`config.mk`:
```
export PLATFORM = sky130hd
export DESIGN_NAME = memory_bus_arbiter_flat
export DESIGN_NICKNAME = d
export VERILOG_FILES = /design/src/rtl/memory_bus_arbiter_if.sv /design/src/rtl/memory_bus_arbiter.sv /design/src/flat_wrapper.sv
export SDC_FILE = /design/constraint.sdc
export NUM_CORES = 1
export LEC_CHECK = 0
export ABC_AREA = 1
export BUFFER_PORTS_ARGS = -buffer_cell sky130_fd_sc_hd__buf_2
export CAP_MARGIN = 20
export CORE_AREA = 2 2 313 315
export CTS_BUF_LIST = sky130_fd_sc_hd__clkbuf_4
export DETAILED_ROUTE_END_ITERATION = 12
export DIE_AREA = 0 0 315 317
export PLACE_DENSITY = 0.3
export SYNTH_ARGS = -nofsm -noshare
export SYNTH_HDL_FRONTEND = slang
export SYNTH_SLANG_ARGS = --single-unit
```
`constraint.sdc`:
```
create_clock -name clk -period 2.7 [get_ports clk]
set_clock_uncertainty 0.2 [all_clocks]
set_input_delay 0.27 -clock clk [delete_from_list [all_inputs] [get_ports clk]]
set_output_delay 0.27 -clock clk [all_outputs]
set_load 0.02 [all_outputs]
```
`src/rtl/memory_bus_arbiter_if.sv`:
```
// rtl/memory_bus_arbiter_if.sv - request, response and memory-side bus bundle for memory_bus_arbiter
// Ports (signal groups):
//   req_valid/req_type/req_addr/req_data/req_ready  per-requester request channel (packed, slot k at [w*k +: w])
//   rsp_valid/rsp_data                              per-requester read-response pulse and shared payload
//   mem_req_valid/ready/type/addr/data/source       packet channel towards memory
//   mem_rsp_valid/data/source                       read response from memory
// Modports: slave = arbiter view, master = requester/memory environment view.
interface memory_bus_arbiter_if #(
  parameter int NUM_REQ = 4,
  parameter int SRC_W   = 2
);
  logic [NUM_REQ-1:0]    req_valid;
  logic [2*NUM_REQ-1:0]  req_type;
  logic [64*NUM_REQ-1:0] req_addr;
  logic [64*NUM_REQ-1:0] req_data;
  logic [NUM_REQ-1:0]    req_ready;
  logic [NUM_REQ-1:0]    rsp_valid;
  logic [63:0]           rsp_data;
  logic                  mem_req_valid;
  logic                  mem_req_ready;
  logic [1:0]            mem_req_type;
  logic [63:0]           mem_req_addr;
  logic [63:0]           mem_req_data;
  logic [SRC_W-1:0]      mem_req_source;
  logic                  mem_rsp_valid;
  logic [63:0]           mem_rsp_data;
  logic [SRC_W-1:0]      mem_rsp_source;

  modport slave (
    input  req_valid, req_type, req_addr, req_data,
    input  mem_req_ready, mem_rsp_valid, mem_rsp_data, mem_rsp_source,
    output req_ready, rsp_valid, rsp_data,
    output mem_req_valid, mem_req_type, mem_req_addr, mem_req_data, mem_req_source
  );

  modport master (
    output req_valid, req_type, req_addr, req_data,
    output mem_req_ready, mem_rsp_valid, mem_rsp_data, mem_rsp_source,
    input  req_ready, rsp_valid, rsp_data,
    input  mem_req_valid, mem_req_type, mem_req_addr, mem_req_data, mem_req_source
  );
endinterface

```
`src/rtl/memory_bus_arbiter.sv`:
```
// rtl/memory_bus_arbiter.sv - round-robin arbiter funnelling NUM_REQ requesters onto one memory port
// Ports:
//   clk      single clock, rising edge
//   reset_n  synchronous active-low reset
//   bus      memory_bus_arbiter_if.slave: requester channels, response pulses, memory packet/response
//   error    sticky error flag (illegal type, stray/mismatched response, read timeout)
module memory_bus_arbiter #(
  parameter int NUM_REQ = 4,
  parameter int SRC_W   = 2,
  parameter int TIMEOUT = 1024
) (
  input  logic                clk,
  input  logic                reset_n,
  memory_bus_arbiter_if.slave bus,
  output logic                error
);
  typedef enum logic [1:0] {IDLE, ISSUE, WAIT_RSP} state_t;

  state_t             state, state_next;
  logic [SRC_W-1:0]   last_grant;
  logic [15:0]        watchdog;

  logic               hi_found, lo_found, grant_found;
  logic [SRC_W-1:0]   hi_idx, lo_idx, grant_idx;
  logic [1:0]         sel_type;
  logic [63:0]        sel_addr, sel_data;
  logic [NUM_REQ-1:0] grant_onehot, src_onehot;

  logic               do_grant, grant_legal, accept, rsp_match, timeout_hit, err_set;

  // Round-robin pick: the lowest requester above last_grant wins, otherwise
  // the lowest one at or below it (the wrap-around).
  always_comb begin
    hi_found = 1'b0;
    lo_found = 1'b0;
    hi_idx   = '0;
    lo_idx   = '0;
    for (int j = NUM_REQ - 1; j >= 0; j--) begin
      if (bus.req_valid[j]) begin
        if (j > int'(last_grant)) begin
          hi_found = 1'b1;
          hi_idx   = SRC_W'(j);
        end else begin
          lo_found = 1'b1;
          lo_idx   = SRC_W'(j);
        end
      end
    end
    grant_found = hi_found | lo_found;
    grant_idx   = hi_found ? hi_idx : lo_idx;
  end

  always_comb begin
    sel_type     = '0;
    sel_addr     = '0;
    sel_data     = '0;
    grant_onehot = '0;
    src_onehot   = '0;
    for (int j = 0; j < NUM_REQ; j++) begin
      grant_onehot[j] = (grant_idx == SRC_W'(j));
      src_onehot[j]   = (bus.mem_req_source == SRC_W'(j));
      if (grant_idx == SRC_W'(j)) begin
        sel_type = bus.req_type[2*j +: 2];
        sel_addr = bus.req_addr[64*j +: 64];
        sel_data = bus.req_data[64*j +: 64];
      end
    end
  end

  always_ff @(posedge clk) begin
    if (!reset_n) state <= IDLE;
    else          state <= state_next;
  end

  always_comb begin
    state_next  = state;
    do_grant    = 1'b0;
    grant_legal = 1'b0;
    accept      = 1'b0;
    rsp_match   = 1'b0;
    timeout_hit = 1'b0;
    case (state)
      IDLE: begin
        // While a req_ready pulse is out the requester still shows the request
        // it just had accepted; skipping that cycle avoids a double grant.
        if (grant_found && (bus.req_ready == '0)) begin
          do_grant = 1'b1;
          if ((sel_type == 2'd1) || (sel_type == 2'd2)) begin
            grant_legal = 1'b1;
            state_next  = ISSUE;
          end
        end
      end
      ISSUE: begin
        if (bus.mem_req_ready) begin
          accept     = 1'b1;
          state_next = (bus.mem_req_type == 2'd2) ? WAIT_RSP : IDLE;
        end
      end
      WAIT_RSP: begin
        if (bus.mem_rsp_valid && (bus.mem_rsp_source == bus.mem_req_source)) begin
          rsp_match  = 1'b1;
          state_next = IDLE;
        end else if (watchdog == 16'(TIMEOUT - 1)) begin
          timeout_hit = 1'b1;
          state_next  = IDLE;
        end
      end
      default: state_next = IDLE;
    endcase
    err_set = (bus.mem_rsp_valid && !rsp_match) || timeout_hit || (do_grant && !grant_legal);
  end

  always_ff @(posedge clk) begin
    if (!reset_n) begin
      last_grant         <= SRC_W'(NUM_REQ - 1);
      watchdog           <= '0;
      error              <= 1'b0;
      bus.req_ready      <= '0;
      bus.rsp_valid      <= '0;
      bus.rsp_data       <= '0;
      bus.mem_req_valid  <= 1'b0;
      bus.mem_req_type   <= '0;
      bus.mem_req_addr   <= '0;
      bus.mem_req_data   <= '0;
      bus.mem_req_source <= '0;
    end else begin
      bus.req_ready <= '0;
      bus.rsp_valid <= '0;
      if (err_set) error <= 1'b1;
      if (do_grant) begin
        bus.req_ready      <= grant_onehot;
        last_grant         <= grant_idx;
        bus.mem_req_valid  <= grant_legal;
        bus.mem_req_type   <= sel_type;
        bus.mem_req_addr   <= sel_addr;
        bus.mem_req_data   <= sel_data;
        bus.mem_req_source <= grant_idx;
      end
      if (accept) begin
        bus.mem_req_valid <= 1'b0;
        watchdog          <= '0;
      end
      if (state == WAIT_RSP) watchdog <= watchdog + 16'd1;
      if (rsp_match) begin
        bus.rsp_valid <= src_onehot;
        bus.rsp_data  <= bus.mem_rsp_data;
      end
    end
  end
endmodule
```
`src/flat_wrapper.sv`:
```
// flat-port wrapper written by rule: the top's interface ports become plain ports
module memory_bus_arbiter_flat 
#(
  parameter int NUM_REQ = 4,
  parameter int SRC_W   = 2,
  parameter int TIMEOUT = 1024
)
  (clk, reset_n, error, bus_req_valid, bus_req_type, bus_req_addr, bus_req_data, bus_mem_req_ready, bus_mem_rsp_valid, bus_mem_rsp_data, bus_mem_rsp_source, bus_req_ready, bus_rsp_valid, bus_rsp_data, bus_mem_req_valid, bus_mem_req_type, bus_mem_req_addr, bus_mem_req_data, bus_mem_req_source);
  memory_bus_arbiter_if #(.NUM_REQ(NUM_REQ), .SRC_W(SRC_W)) bus_i ();
  input  logic clk;
  input  logic reset_n;
  output logic error;
  input wire logic [$bits(bus_i.req_valid)-1:0] bus_req_valid;
  input wire logic [$bits(bus_i.req_type)-1:0] bus_req_type;
  input wire logic [$bits(bus_i.req_addr)-1:0] bus_req_addr;
  input wire logic [$bits(bus_i.req_data)-1:0] bus_req_data;
  input wire logic [$bits(bus_i.mem_req_ready)-1:0] bus_mem_req_ready;
  input wire logic [$bits(bus_i.mem_rsp_valid)-1:0] bus_mem_rsp_valid;
  input wire logic [$bits(bus_i.mem_rsp_data)-1:0] bus_mem_rsp_data;
  input wire logic [$bits(bus_i.mem_rsp_source)-1:0] bus_mem_rsp_source;
  output wire logic [$bits(bus_i.req_ready)-1:0] bus_req_ready;
  output wire logic [$bits(bus_i.rsp_valid)-1:0] bus_rsp_valid;
  output wire logic [$bits(bus_i.rsp_data)-1:0] bus_rsp_data;
  output wire logic [$bits(bus_i.mem_req_valid)-1:0] bus_mem_req_valid;
  output wire logic [$bits(bus_i.mem_req_type)-1:0] bus_mem_req_type;
  output wire logic [$bits(bus_i.mem_req_addr)-1:0] bus_mem_req_addr;
  output wire logic [$bits(bus_i.mem_req_data)-1:0] bus_mem_req_data;
  output wire logic [$bits(bus_i.mem_req_source)-1:0] bus_mem_req_source;
  assign bus_i.req_valid = bus_req_valid;
  assign bus_i.req_type = bus_req_type;
  assign bus_i.req_addr = bus_req_addr;
  assign bus_i.req_data = bus_req_data;
  assign bus_i.mem_req_ready = bus_mem_req_ready;
  assign bus_i.mem_rsp_valid = bus_mem_rsp_valid;
  assign bus_i.mem_rsp_data = bus_mem_rsp_data;
  assign bus_i.mem_rsp_source = bus_mem_rsp_source;
  assign bus_req_ready = bus_i.req_ready;
  assign bus_rsp_valid = bus_i.rsp_valid;
  assign bus_rsp_data = bus_i.rsp_data;
  assign bus_mem_req_valid = bus_i.mem_req_valid;
  assign bus_mem_req_type = bus_i.mem_req_type;
  assign bus_mem_req_addr = bus_i.mem_req_addr;
  assign bus_mem_req_data = bus_i.mem_req_data;
  assign bus_mem_req_source = bus_i.mem_req_source;
  memory_bus_arbiter #(.NUM_REQ(NUM_REQ), .SRC_W(SRC_W), .TIMEOUT(TIMEOUT)) u_core (.clk(clk), .reset_n(reset_n), .bus(bus_i), .error(error));
endmodule
```
==> out/results.tsv, run 1 <==
metric	value	unit
status	aborted with a tool error	
Fail Step	clock tree synthesis	
tool error	[ERROR RSZ-0060] Max buffer count reached.	
Setup WS pre-CTS	-0.005328	ns
clock sink count	226	
Clock Tree Buf Depth	3	
async set-or-reset flop fraction in the synthesized netlist	0	
synthesized area	11200	sq um
Root Driver	clkbuf_4	
Rows	114	
area share of the largest cell type after synthesis	0.4039	
Synth Instances	1551	
H-tree Lvls	3	
CTS Buf Count	80	
distinct cell type count after synthesis	37	
Starting Density	0.1163	
mean post-synth cell area	7.222	sq um
num ports	800	
synthesis-stage register bit count	226	
die span in x	315	um
count leader, synth	nor2_1	
count of cells resized by post-cts repair	2	
hold-fix buffers at CTS	740	
commonest cells in the netlist	262 x nor2_1, 226 x dfxtp_1, 208 x o21ai_0	
Final HPWL DP	54560	um
Setup Fix Bufs, Post-CTS	0	
GPL Wtd Cong	0.8394	
cell taking the most area after synthesis	dfxtp_1	
Top FF cell, synth	dfxtp_1	
synth top area cells	dfxtp_1 40%, o21ai_0 9.3%, nor2_1 8.8%	
Seq/Total Area, Yosys	0.4039	
Die H	317	um
Syn Nets	2146	
placed cells	3565	
port buffer count	799	
synth warn	0	
number of synthesized flops with an enable pin	0	
cells by family after synthesis:
kind of cell,share of synthesized area
and+or+nand+nor,0.2017
AOI/OAI and AO/OA,0.2882
buffers and inverters,0.1042
DFF,0.4039
adders and majority gates,0.001117
xor gates and xnor gates,0.0007821
through the flow:
stage / hold WS, ns / instance area, sq um / utilization
2_1_floorplan: 0.2049 / 11200 / -
3_5_place_dp: 0.2758 / 16880 / 0.1753
3_3_place_gp: 0.2647 / 16880 / 0.1753
==> run 2, diff against run 1 <==
--- a/config.mk
+++ b/config.mk
@@ -8,11 +8,10 @@
 export ABC_AREA = 1
 export BUFFER_PORTS_ARGS = -buffer_cell sky130_fd_sc_hd__buf_2
 export CAP_MARGIN = 20
-export CORE_AREA = 2 2 313 315
-export CTS_BUF_LIST = sky130_fd_sc_hd__clkbuf_4
+export CORE_AREA = 2 2 315 317
 export DETAILED_ROUTE_END_ITERATION = 12
-export DIE_AREA = 0 0 315 317
-export PLACE_DENSITY = 0.3
+export DIE_AREA = 0 0 317 319
+export PLACE_DENSITY_LB_ADDON = 0.15
 export SYNTH_ARGS = -nofsm -noshare
 export SYNTH_HDL_FRONTEND = slang
 export SYNTH_SLANG_ARGS = --single-unit
==> run 2 against run 1 <==
The run now ends clean; area after synthesis unchanged; synthesized cell count unchanged.
==> out/results.tsv, run 2 <==
metric	value	unit
Finished Core Util	0.2453	
status	complete, no violations	
fin nets	3501	
async set-or-reset flop fraction in the synthesized netlist	0	
grt ovf	0	
Die ar.	101100	sq um
count leader, synth	nor2_1	
distinct cell type count after synthesis	37	
post-placement cell area	16870	sq um
largest registers	u_core.bus.mem_req_addr: 64 flops, u_core.bus.mem_req_data: 64 flops, u_core.bus.rsp_data: 64 flops	
Worst-path clk slew	0.05	ns
core area	97700	sq um
PD cells	859.0	nW/um^2
min setup slack post-route	0.1095	ns
Rows	115	
vias in the first global route	17640	
GPL Wtd Cong	0.8812	
Root Driver	clkbuf_16	
Setup WS pre-CTS	0.2136	ns
commonest cells after routing, fill and taps aside	798 x buf_2, 578 x dlygate4sd3_1, 261 x nor2_1, 225 x dfxtp_1, 208 x o21ai_0	
num ports	800	
Synth Instances	1551	
share of cells above drive strength 1	0.3296	
worst hold path class	in2reg	
Worst Path Arrival	2.81	ns
area share of the largest cell type after synthesis	0.4039	
largest net degree at the start of global routing	88	
mean post-synth cell area	7.222	sq um
Reg2Reg Depth	11	
antenna viol nets, final	0	
routed length per instance	17.81	um
Starting Density	0.1146	
Final Power	20.58	mW
Top FF cell, synth	dfxtp_1	
most common cell after layout, fill and taps aside	buf_2	
Setup CP Type	reg2reg	
Die H	319	um
synthesis-stage register bit count	226	
Clock Tree Buf Depth	3	
non-filler cells, final	4220	
port buffer count	799	
hold-critical path depth	5	
clock sink count	226	
H-tree Lvls	2	
Leak	11.13	nW
drt via density	3.919	
area grow syn2layout	113.9	%
commonest cells in the netlist	262 x nor2_1, 226 x dfxtp_1, 208 x o21ai_0	
number of synthesized flops with an enable pin	0	
First-pass DRT Iterations	5	
Max Cap Viol	0	
TritonCTS clock tree	yes	
worst skew pair latency	0.55	ns
Critical Path Fanout Max	41	
Syn Nets	2146	
placed cells	3573	
initial antenna violation count	9	
worst-margin pin slew	0.5742	ns
first-pass GRT wire length	108200	um
Detailed Route WL	75150	um
synth top area cells	dfxtp_1 40%, o21ai_0 9.3%, nor2_1 8.8%	
remaining routing DRC violations	0	
fin crit period	2.590	ns
CTS Buf Count	35	
cell taking the most area after synthesis	dfxtp_1	
final count of hold timing violations	0	
CP Capture Type	flip-flop	
startpoint types	flip-flop	
setup violators final	0	
required time of the critical path	2.92	ns
synthesized area	11200	sq um
Final HPWL DP	55780	um
detailed router's first-iteration violation count	854	
Worst slew margin	0.6172	
max-slew violation count	0	
Max rail drop VDD	618.0	uV
Seq/Total Area, Yosys	0.4039	
Final period util	0.9594	
synth warn	0	
post-route design area	23960	sq um
vias	16540	
die span in x	317	um
Max Freq	386.0	MHz
GRT Total Usage	0.1413	
-- run 2: area by class of cell --
type                            instances  area [sq um]
Tap cell                             1287          1610
Fill cell                           10800         73740
Antenna cell                            2         5.005
Multi-Input combinational cell       1045          5545
Clock inverter                          7         96.34
Timing Repair Buffer                 1442         10520
Inverter                              156         593.1
Sequential cell                       226          4526
Clock buffer                           55          1071
-- run 2: metrics by stage --
step                      hold slack (ns)   TNS [ns]
after floorplan                    0.2049          0
after global placement             0.2739          0
after detailed placement           0.2748          0
after CTS                       0.0001922          0
after global routing              0.03085  -0.002397
final                             0.02653          0
-- run 2: power by group --
group | switching (mW) | internal [mW]
registers | 0.489 | 4.21
clock network | 1.83 | 2.91
logic | 7.07 | 4.08
total | 9.38 | 11.2
-- run 2: logic make-up (layout without fill, tap and decap cells) --
logic type                 count (synthesis)  count (layout)  share of synthesized area
AOI/OAI and AO/OA                        495             495                     0.2882
DFF                                      226             226                     0.4039
adders and majority gates                  1               1                   0.001117
other                                      0               2                          0
and+or+nand+nor                          548             548                     0.2017
xor gates and xnor gates                   1               1                  0.0007821
buffers and inverters                    280            1660                     0.1042
-- run 2: repair_timing --
action	4_1_cts	5_1_grt
hold endpoints to repair	206	0
gates resized for setup	0	12
setup endpoints to repair	0	17
hold buffers	578	0
buffers inserted	0	3
-- run 2: worst paths after layout --
path,end,slack [ns],start
max,u_core.bus.mem_req_addr[41],0.11,u_core.last_grant[0]
min reg2reg,u_core.watchdog[8],0.28,u_core.watchdog[8]
min,u_core.bus.mem_req_data[2],0.03,bus_req_data[66]
max reg2reg,u_core.bus.mem_req_addr[41],0.11,u_core.last_grant[0]
-- run 2: critical path: stages, from the launching register on --
cell	delay, ns
dfxtp_1	0.37
nand2_1	0.08
nand2_2	0.08
nand2_2	0.08
nor2_4	0.14
nand2_1	0.12
nand2_4	0.12
nor2_4	0.05
buf_12	0.16
a221oi_1	0.30
dlygate4sd3_1	0.58
a31oi_1	0.07
-- run 2: metal layers --
layer  share of wire  vias to the layer above  global-route usage
met4           0.044                       10             0.06247
met2            0.48                      628              0.2426
met3           0.062                      178             0.03453
met1            0.42                     7604              0.1649
met5         0.00089                        -                   0
li1                -                     8118                   -
No activity file was read; power rests on OpenSTA's default activity.
==> run 3, diff against run 2 <==
--- a/config.mk
+++ b/config.mk
@@ -5,12 +5,13 @@
 export SDC_FILE = /design/constraint.sdc
 export NUM_CORES = 1
 export LEC_CHECK = 0
-export ABC_AREA = 1
+export ABC_AREA = 0
 export BUFFER_PORTS_ARGS = -buffer_cell sky130_fd_sc_hd__buf_2
 export CAP_MARGIN = 20
-export CORE_AREA = 2 2 315 317
+export CORE_AREA = 2 2 313 315
+export CTS_BUF_LIST = sky130_fd_sc_hd__clkbuf_8 sky130_fd_sc_hd__clkbuf_16
 export DETAILED_ROUTE_END_ITERATION = 12
-export DIE_AREA = 0 0 317 319
+export DIE_AREA = 0 0 315 317
 export PLACE_DENSITY_LB_ADDON = 0.15
 export SYNTH_ARGS = -nofsm -noshare
 export SYNTH_HDL_FRONTEND = slang
==> run 3 against run 2 <==
Total power grew 6.2%; utilization grew 1.8 points; synthesized cell count grew 21%; cell area grew 5.9%; die area shrank 1.3%; clock-buffer cell count shrank 14; combinational power grew 9.9%; critical path depth shrank 2; hold slack lost 0.0056 ns; largest power group unchanged; highest routed layer unchanged.
==> out/results.tsv, run 3 <==
metric	value	unit
Final HPWL DP	54770	um
Die ar.	99860	sq um
First-pass DRT Iterations	5	
H-tree Lvls	2	
vias	17640	
async set-or-reset flop fraction in the synthesized netlist	0	
required time of the critical path	2.93	ns
GRT Total Usage	0.1392	
detailed router's first-iteration violation count	720	
grt ovf	0	
startpoint types	flip-flop	
Worst-path clk slew	0.06	ns
synth warn	0	
TritonCTS clock tree	yes	
CP Capture Type	flip-flop	
drt via density	3.897	
worst-margin pin slew	0.5794	ns
Synth Instances	1880	
setup violators final	0	
CTS Buf Count	35	
die span in x	315	um
commonest cells in the netlist	915 x nand2_1, 226 x dfxtp_1, 140 x nand3_1	
area grow syn2layout	103.7	%
num ports	800	
largest registers	u_core.bus.mem_req_addr: 64 flops, u_core.bus.mem_req_data: 64 flops, u_core.bus.rsp_data: 64 flops	
count leader, synth	nand2_1	
mean post-synth cell area	6.629	sq um
synthesized area	12460	sq um
number of synthesized flops with an enable pin	0	
critical path cell sequence	nand2b_4 -> a311o_2 -> buf_12 -> buf_4 -> nand2_1 -> nand2_1 -> dlygate4sd3_1 -> o211ai_1 -> a21boi_1	
Critical Path Fanout Max	20	
area share of the largest cell type after synthesis	0.3631	
Largest stage delay, worst path	0.55	ns
WHS	0.02094	ns
Max rail drop VDD	524.8	uV
worst skew pair latency	0.56	ns
max-slew violation count	0	
Top FF cell, synth	dfxtp_1	
Seq/Total Area, Yosys	0.3631	
Syn Nets	2475	
vias in the first global route	18620	
synth top area cells	dfxtp_1 36%, nand2_1 28%, a21boi_1 7.8%	
worst hold path class	in2reg	
synthesis-stage register bit count	226	
first-pass GRT wire length	108000	um
Worst Path Arrival	2.79	ns
port buffer count	799	
Max Freq	391.3	MHz
core area	96280	sq um
Setup WS pre-CTS	0.1314	ns
Detailed Route WL	73500	um
Rows	114	
remaining routing DRC violations	0	
Slowest-stage cell, CP	dlygate4sd3_1	
Leak	11.91	nW
commonest cells after routing, fill and taps aside	914 x nand2_1, 798 x buf_2, 586 x dlygate4sd3_1, 225 x dfxtp_1, 140 x nand3_1	
Worst slew margin	0.6137	
most common cell after layout, fill and taps aside	nand2_1	
fin crit period	2.555	ns
Clock Tree Buf Depth	3	
Die H	317	um
Max Cap Viol	0	
clock sink count	226	
distinct cell type count after synthesis	39	
routed length per instance	16.24	um
Root Driver	clkbuf_16	
Starting Density	0.1294	
Final period util	0.9464	
fin nets	3818	
setup tns final	0	ns
final count of hold timing violations	0	
cell taking the most area after synthesis	dfxtp_1	
GPL Wtd Cong	0.8209	
Most common cell on crit path	nand2_1	
min setup slack post-route	0.1447	ns
PD cells	860.9	nW/um^2
antenna viol nets, final	0	
share of cells above drive strength 1	0.2898	
Setup CP Type	reg2reg	
initial antenna violation count	5	
largest net degree at the start of global routing	78	
status	complete, no violations	
RSZ-0062 raised after global routing	no	
run 3: cell count changes in the layout (fill, tap and decap cells not counted), moves of 23 or more:
cell      change
nand3_1      +86
a21boi_1    +130
inv_1       -134
nand2_1     +715
a221oi_2     -23
a21boi_0     +69
o21ai_0     -196
a221oi_1     -88
o211ai_1    +126
nor2_1      -242
a31oi_1     -126
run 3: worst max-delay path: cells and delay by family, from the launching register on:
kind,cells,cell delay [ns]
buf+inv,3,0.89
simple gates,3,0.27
compound gates,3,0.72
flops,1,0.34
run 3: kinds of logic after synthesis:
group	count (synthesis)	synth area share
adders and majority gates	1	0.001004
AOI/OAI and AO/OA	365	0.2156
DFF	226	0.3631
muxes	5	0.006024
and+or+nand+nor	1118	0.3596
xor gates and xnor gates	3	0.002109
buffers and inverters	162	0.05261
run 3: stage by stage:
| stage | instances | utilization | total power [mW] | cell area [sq um] |
|---|---|---|---|---|
| 2_1_floorplan | 1880 | - | 11.56 | 12460 |
| 3_3_place_gp | 3875 | 0.1904 | 16.78 | 18330 |
| 3_5_place_dp | 3875 | 0.1904 | 16.74 | 18330 |
| 4_1_cts | 4522 | 0.2633 | 22.40 | 25350 |
| 5_1_grt | 4525 | 0.2636 | 23.66 | 25380 |
| 6_report | 4526 | 0.2636 | 21.85 | 25380 |
run 3: area by class of cell:
class / instances / area [sq um]
Inverter: 7 / 26.28
Timing Repair Buffer: 1461 / 10740
Sequential cell: 226 / 4526
Antenna cell: 3 / 7.507
Clock buffer: 41 / 958.4
Clock inverter: 20 / 200.2
Multi-Input combinational cell: 1492 / 7326
Tap cell: 1276 / 1597
Fill cell: 10750 / 70900
run 3: report_power, final:
part	total, mW	switching (mW)	internal (mW)
sequential	4.97	0.584	4.39
clock	4.70	1.87	2.83
combinational	12.2	7.64	4.53
total	21.9	10.1	11.8
run 3: worst paths after layout:
check | start | end | slack [ns] | cells after the start
worst max-delay path | u_core.last_grant[0] | u_core.bus.mem_req_addr[32] | 0.14 | 9
worst min-delay path | bus_req_addr[159] | u_core.bus.mem_req_addr[31] | 0.02 | 5
worst max register to register | u_core.last_grant[0] | u_core.bus.mem_req_addr[32] | 0.14 | 9
worst min register to register | u_core.bus.mem_req_data[48] | u_core.bus.mem_req_data[48] | 0.25 | 2
run 3: what timing repair did:
action / CTS / global route
endpoints found under the setup margin: 0 / 8
resized for setup: 0 / 3
buffers inserted: 0 / 1
hold buffers: 586 / 0
endpoints found under the hold margin: 209 / 0
run 3: metal layers:
layer | vias up | routed length (um) | GRT usage
met5 | - | 13 | 0
met4 | 2 | 3031 | 0.05736
met3 | 136 | 5400 | 0.03887
met2 | 618 | 35560 | 0.2465
met1 | 7955 | 29500 | 0.1565
li1 | 8928 | - | -
